`config.mk`:
```
export PLATFORM = sky130hd
export DESIGN_NAME = data_mem_sync
export DESIGN_NICKNAME = d
export VERILOG_FILES = /design/src/rtl/data_mem_sync.sv
export SDC_FILE = /design/constraint.sdc
export NUM_CORES = 1
export LEC_CHECK = 0
export BUFFER_PORTS_ARGS = -buffer_cell sky130_fd_sc_hd__buf_2
export CORE_MARGIN = 3
export CORE_UTILIZATION = 56
export CTS_CLUSTER_SIZE = 16
export DETAILED_ROUTE_END_ITERATION = 10
export PLACE_DENSITY = 0.84
export SYNTH_ARGS = -nofsm -noshare
export SYNTH_HDL_FRONTEND = slang
export SYNTH_SLANG_ARGS = --single-unit
```
`constraint.sdc`:
```
create_clock -name CLK -period 7.3 [get_ports CLK]
set_clock_uncertainty 0.05 [all_clocks]
set_input_delay 0.73 -clock CLK [delete_from_list [all_inputs] [get_ports CLK]]
set_output_delay 0.73 -clock CLK [all_outputs]
set_load 0.03 [all_outputs]
```
`src/rtl/data_mem_sync.sv`:
```
// data_mem_sync: registered, handshaked byte-lane data memory with a self-clearing reset sweep
// Ports: CLK/Reset (sync, active-high); req/we/size/sign_ext/addr/wdata request side;
// ready (accepting), rvalid (load result pulse), rdata (held load result), err (reject pulse).
module data_mem_sync #(
  parameter int DATA_W = 32,
  parameter int DEPTH  = 32,
  parameter int ADDR_W = 32
) (
  input  logic              CLK,
  input  logic              Reset,
  input  logic              req,
  input  logic              we,
  input  logic [1:0]        size,
  input  logic              sign_ext,
  input  logic [ADDR_W-1:0] addr,
  input  logic [DATA_W-1:0] wdata,
  output logic              ready,
  output logic              rvalid,
  output logic [DATA_W-1:0] rdata,
  output logic              err
);
  localparam int NB = DATA_W / 8;
  localparam int LB = $clog2(NB);
  localparam int DW = $clog2(DEPTH);
  typedef enum logic {CLEAR, RUN} state_t;
  state_t              state_q, state_d;
  logic [DW-1:0]       cnt_q, cnt_d;
  logic                rvalid_q, rvalid_d, err_q, err_d;
  logic [DATA_W-1:0]   rdata_q, rdata_d;
  logic [DATA_W-1:0]   mem [DEPTH];
  logic [LB-1:0]       lane;
  logic [DW-1:0]       idx;
  logic                accept, oor, bad, st_en, msb;
  logic [NB-1:0]       be;
  logic [DATA_W-1:0]   word, shifted, wdata_sh, merged, fmask, ld_val;
  assign lane     = addr[LB-1:0];
  assign idx      = addr[LB+DW-1:LB];
  assign accept   = req & ready;
  // any address bit above the word index means the word lies beyond DEPTH
  assign oor      = (addr >> (LB + DW)) != '0;
  assign bad      = (size == 2'b11) | (size == 2'b01 & addr[0]) | (size == 2'b10 & lane != '0) | oor;
  assign st_en    = accept & we & ~bad;
  assign word     = mem[idx];
  assign shifted  = word >> {lane, 3'b000};
  assign wdata_sh = wdata << {lane, 3'b000};
  assign be       = ((size == 2'b00) ? NB'(1) : (size == 2'b01) ? NB'(3) : {NB{1'b1}}) << lane;
  // the field mask doubles as the extension mask: its complement is the fill region
  assign fmask    = (size == 2'b00) ? DATA_W'(8'hFF) : (size == 2'b01) ? DATA_W'(16'hFFFF) : '1;
  assign msb      = (size == 2'b00) ? shifted[7] : shifted[15];
  assign ld_val   = (shifted & fmask) | ((sign_ext & msb) ? ~fmask : '0);
  always_comb begin
    merged = word;
    for (int b = 0; b < NB; b++) merged[8*b +: 8] = be[b] ? wdata_sh[8*b +: 8] : word[8*b +: 8];
  end
  always_ff @(posedge CLK)
    if (Reset) state_q <= CLEAR;
    else state_q <= state_d;
  always_comb state_d = (state_q == CLEAR && cnt_q == DW'(DEPTH - 1)) ? RUN : state_q;
  always_comb ready = state_q == RUN;
  always_comb begin
    cnt_d    = (state_q == CLEAR) ? cnt_q + 1'b1 : cnt_q;
    rvalid_d = accept & ~we & ~bad;
    err_d    = accept & bad;
    rdata_d  = rvalid_d ? ld_val : rdata_q;
  end
  always_ff @(posedge CLK)
    if (Reset) begin
      cnt_q    <= '0;
      rvalid_q <= 1'b0;
      err_q    <= 1'b0;
      rdata_q  <= '0;
    end else begin
      cnt_q    <= cnt_d;
      rvalid_q <= rvalid_d;
      err_q    <= err_d;
      rdata_q  <= rdata_d;
    end
  // contents survive Reset; only the CLEAR sweep zeroes them
  always_ff @(posedge CLK)
    if (!Reset && state_q == CLEAR) mem[cnt_q] <= '0;
    else if (!Reset && st_en) mem[idx] <= merged;
  assign rvalid = rvalid_q;
  assign err    = err_q;
  assign rdata  = rdata_q;
endmodule

```
# == Word level (Yosys, flattened, before mapping) ==
# Memory sizes are Yosys's and may differ from the RTL's.
# Index checks and enable logic that the tools add are counted.
# classes
muxes,18
shift,3
eq_ne,4
n_reduce_logical,8
n_bitwise,18
n_addsub,1
# op_table
op,count
32-bit 2-to-1 mux,4
32-bit bitwise AND,1
8-bit 2-to-1 mux,4
32-bit NOT,1
32-bit OR,1
32-bit nonzero test,1
32-bit OR reduction,1
32-bit by 5-bit << shifter with 32-bit output,1
32-bit by 5-bit right shift with 32-bit output,1
1-bit bitwise AND,9
4-bit 2-to-1 mux,2
1-bit 2-to-1 mux,7
5-bit by 1-bit adder with 5-bit output (second input constant),1
5-bit equality test (second input constant),1
5-bit 2-to-1 mux,1
2-bit equality test (second input constant),2
4-bit by 2-bit << shifter with 4-bit output,1
1-bit logical AND,3
1-bit NOT,3
1-bit OR,3
2-bit by 1-bit equality test with 1-bit output (second input constant),1
2-bit zero test,1
2-bit nonzero test,1
1-bit zero test,1
# totals
memories,1
word_cells,58
input_bits,71
ff_bits,40
ram_bits,1024
output_inout_bits,35
# mem_list
memory,depth,word_bits,rd,rd_clocked_by_memory_dff,write_ports,line,rtl
mem,32,32,1,0,1,30,logic [DATA_W-1:0] mem [DEPTH];

# == Longest topological paths before layout ==
# logic_depth
word_depth,13
ltp_mapped,12
depth_no_buf,7

# == Least setup slack after synthesis ==
# No wires, ideal clock.
# synth_path
path_type,input to register
start,input port addr[3]
end,"memory mem[0][20], data pin"
setup_time_ps,467
required_ps,6783
arrival_time_ps,3843
stages,9
path_slack_ps,2940
n_path_buf,4
path_cell_list,buf_2 -> buf_2 -> clkbuf_1 -> clkbuf_1 -> mux4_2 -> mux4_2 -> mux2_2 -> nor2_1 -> a211oi_1
# synth_via
elab_chain_len,3
# synth_rtl
element,line,rtl
"start, declared",15,"input logic [ADDR_W-1:0] addr,"
memory read 32 x 32 bit,--,
8-bit 2-to-1 mux,53,for (int b = 0; b < NB; b++) merged[8*b +: 8] = be[b] ? wdata_sh[8*b +: 8] : word[8*b +: 8];
32-bit 2-to-1 mux (no source line),--,
"end, declared",30,
# No other way between the ends.

# == Worst setup path in the final report ==
# layout_path
start,input port addr[0]
end,memory mem[14][6] (enable)
# layout_via
elab_chain_len,12
word_cells_on_any_way,15
cone_classes,5 x mux; 7 x bitwise; 3 x reduce/logical
# layout_rtl
element,line,rtl
1-bit bitwise AND or 2-bit nonzero test (tied branches),41,assign bad = (size == 2'b11) | (size == 2'b01 & addr[0]) | (size == 2'b10 & lane != '0) | oor;
1-bit OR or 1-bit bitwise AND (tied branches),41,
1-bit OR * (2 in a row),41,
1-bit NOT *,42,assign st_en = accept & we & ~bad;
1-bit bitwise AND *,42,
1-bit logical AND *,81,else if (!Reset && st_en) mem[idx] <= merged;
1-bit 2-to-1 mux *,81,
1-bit 2-to-1 mux *,80,if (!Reset && state_q == CLEAR) mem[cnt_q] <= '0;
1-bit 2-to-1 mux (not written as such) *,81,
32-bit OR reduction (no source line),--,
5-bit 2-to-1 mux (no source line) or 1-bit 2-to-1 mux (tied branches),--,
# Mark *: on every way between the ends. The rest lies on a longest branch, timed or not.

==> metrics.md <==
| Metric | Value |
|---|---|
| Post-synth top flop | edfxtp_1 |
| Required @ worst endpoint | around 7600 ps |
| Die H | 279 µm |
| Max Used Layer | met5 |
| FF/Latch Area | about 32000 µm² |
| Critical path peak fanout | between 50 and 60 |
| GP Congestion | around 0.9 |
| Int Power | 0.00972 W |
| Synth warn | 0 |
| PortBufs | around 110 |
| Met3 WL | around 18000 µm |
| Run status | completed |
| Sw Share | a little over a fifth |
| Unrepaired setup endpoints after global routing | no |
| Crit-path slowest cell | nor2_4 |
| Commonest non-fill, non-tap cell in the layout | edfxtp_1 |
| Die Wd | about 280 µm |
| Setup CP Type | primary input to register |
| CP max stage delay | ~830 ps |
| Starting density of the core | around 57% |
| First-pass iteration count of the detailed router | 8 |
| Final Hold Viols | 0 |
| Fill count | roughly 4400 |
| Worst hold path depth | 2 |
| Initial antenna violation count | 5 |
| Fmax | around 210 MHz |
| Fin crit share | roughly 66% |
| Cell Area, Synth | roughly 42000 µm² |
| Metal-1 WL | about 36000 µm |
| Largest net degree at the start of global routing | between 70 and 80 |
| Post-route cell area | 47300 µm² |
| Post-synth EDFFs | 1024 |
| Register share of total power | 54.0% |
| Least-Margin Pin Slew | 1390 ps |
| H-tree Lvls | 3 |
| Leak Pwr | approximately 17 nW |
| GRT Total Usage | between 20% and 30% |
| Syn Nets | 2024 |
| Worst EP arrival | 5090 ps |
| Post-layout min period | approximately 4800 ps |
| Clock Path Buffers | 3 |
| Number of synthesized register bits | approximately 1100 |
| Fin util | approximately 64% |
| DR WL/cell | ~35 µm |
| 1st-iter DRT viols | about 3800 |
| Netlist cell types | between 40 and 50 |
| Worst Setup Start Kind | primary input |
| Net Sw Power | roughly 0.0026 W |
| Postcts setup bufs | 0 |
| Worst VDD drop | ~0.19 mV |
| Avg Synthesized Cell Area | roughly 21 µm² |
| Mapped Cells | about 2000 |
| Comb pwr share | 3.9% |
| Pwr dens | about 260 nW/µm² |
| First-pass GRT wire length | ~160000 µm |
| Fraction of registers with async set/reset | 0% |
| Critical path endpoint category | register |
| Vias | approximately 22000 |
| Wire length on met2 | between 50000 and 60000 µm |
| DRC viols | 0 |
| Setup TNS | 0 ps |
| Multi-input logic area | 10100 µm² |
| DP HPWL | 60500 µm |
| Nets | approximately 2200 |
| Post-route ant nets | 0 |
| Most frequent cell on the critical path | buf_4 |
| Die Area | roughly 80000 µm² |
| I/O pin cnt | approximately 110 |
| Placed cell area | ~44000 µm² |
| Vias per cell | slightly above 7 |
| Most frequent cells in the layout | edfxtp_1 (1024), mux4_2 (306), nor2_1 (104) |
| Rel. slew slack | 6.99% |
| # setup viols final | 0 |
| Hold Path Class | register to register |
| Clock sinks | about 1100 |
| Worst R2R Path Depth | 8 |
| Hold_buf cts | 0 |
| Clock root buffer | clkbuf_16 |
| Clock slew at reported path FFs | about 60 ps |
| Core footprint | 73500 µm² |
| Routed wire length | approximately 110000 µm |
| TritonCTS clock tree | yes |
| Clock latency on the worst-skew pair | 670 ps |
| # resized after CTS | 0 |
| Setup slack at placement | 2150 ps |
| Sequential area share after synthesis | between 70% and 80% |
| Clock power share | a little over two fifths |
| Worst-path cell chain | buf_2 -> inv_1 -> a21oi_1 -> nor3_1 -> nand3_2 -> buf_4 -> nor4bb_1 -> a41oi_1 -> nor2_4 -> buf_4 |
| Max-slew violations | 0 |
| Share of layout cells above drive strength 1 | between 30 and 40% |
| Power consumption | between 0.01 and 0.015 W |
| GRT overflow | 0 |
| Vias in the first global route | approximately 23000 |
| Maxcap violations | 0 |
| Num CTS Buffers | 100 |
| Setup slack after layout | ~2500 ps |
| Layout area overhead | 13.1% |
| Cell row count | 99 |
## stage by stage
stage / cells / hold slack (ps)
2_1_floorplan: 1951 / 499
3_3_place_gp: 2983 / 407
3_5_place_dp: 2983 / 406
4_1_cts: 3169 / 419
5_1_grt: 3169 / 444
6_report: 3172 / 417
## synth_stat cells (3+ instances only)
library cell,number,area (µm²)
clkbuf_1,57,214
inv_1,7,26.3
o21bai_1,5,37.5
a31oi_1,14,87.6
nand2b_1,10,62.6
dfxtp_1,40,801
o21ai_1,12,60.1
nor2_1,136,510
nand2_1,54,203
mux2i_1,50,500
nand3_1,8,40.0
buf_6,9,101
o22ai_1,16,100
buf_4,9,67.6
nor3_1,7,35.0
nand3b_1,3,22.5
a221oi_1,7,61.3
a22oi_1,10,75.1
mux4_2,306,6890
buf_2,27,135
mux2_2,14,158
nor4_1,9,56.3
edfxtp_1,1024,30700
buf_1,9,33.8
a32oi_1,4,35.0
o211ai_1,5,37.5
a211oi_1,47,353
or3b_2,3,26.3
a21oi_1,20,100
nor2b_1,5,31.3
## critical path: cells and delay by family
| kind | cells | cell delay [ps] |
|---|---|---|
| and+or+nand+nor | 4 | 2110 |
| AOI/OAI and AO/OA | 2 | 410 |
| buffers and inverters | 4 | 1780 |
## layer usage
metal | vias to the layer above | global-route usage, %
li1 | 8575 | -
met1 | 11300 | 38.4
met2 | 2092 | 44.5
met3 | 477 | 10.8
met4 | 4 | 13.2
met5 | - | 0
## cell type report
| type | instances | area share (%) |
|---|---|---|
| Antenna cell | 3 | 0.0159 |
| Clock buffer | 124 | 5.59 |
| Clock inverter | 62 | 1.26 |
| Inverter | 7 | 0.0556 |
| Multi-Input combinational cell | 769 | 21.3 |
| Sequential cell | 1064 | 66.7 |
| Tap cell | 959 | 2.54 |
| Timing Repair Buffer | 184 | 2.51 |
## power by group through the flow
stage / sequential, W / combinational (W) / clock [W]
after global placement: 0.00676 / 0.000443 / 0
final: 0.00664 / 0.000480 / 0.00518
after global routing: 0.00663 / 0.000491 / 0.00544
after detailed placement: 0.00677 / 0.000452 / 0
after CTS: 0.00664 / 0.000461 / 0.00521
after floorplan: 0.00676 / 0.000289 / 0
## flip-flops by register name (all words and copies together), names as in the netlist
| signal | flops |
|---|---|
| mem | 1024 |
| rdata | 32 |
| err | 1 |
| cnt_q | 5 |
| ready | 1 |
| rvalid | 1 |
## cells by family after synthesis
family                   count (synthesis)  share of synthesized area, %
multiplexers                           370                          18.1
flip-flops                            1064                          75.4
buffers and inverters                  118                          1.38
AND/OR/NAND/NOR                        249                          2.62
AO/OA/AOI/OAI                          145                          2.37
XOR/XNOR                                 3                        0.0628
adder cells (fa/ha/maj)                  2                        0.0598
## worst paths after layout
path | to | start | slack (ps)
setup reg to reg | mem[14][6] | ready | 3260
hold reg to reg | rdata[7] | rdata[7] | 420
setup / recovery | mem[14][6] | addr[0] | 2460
hold / removal | rdata[7] | rdata[7] | 420
(Power assumes the default switching activity.)
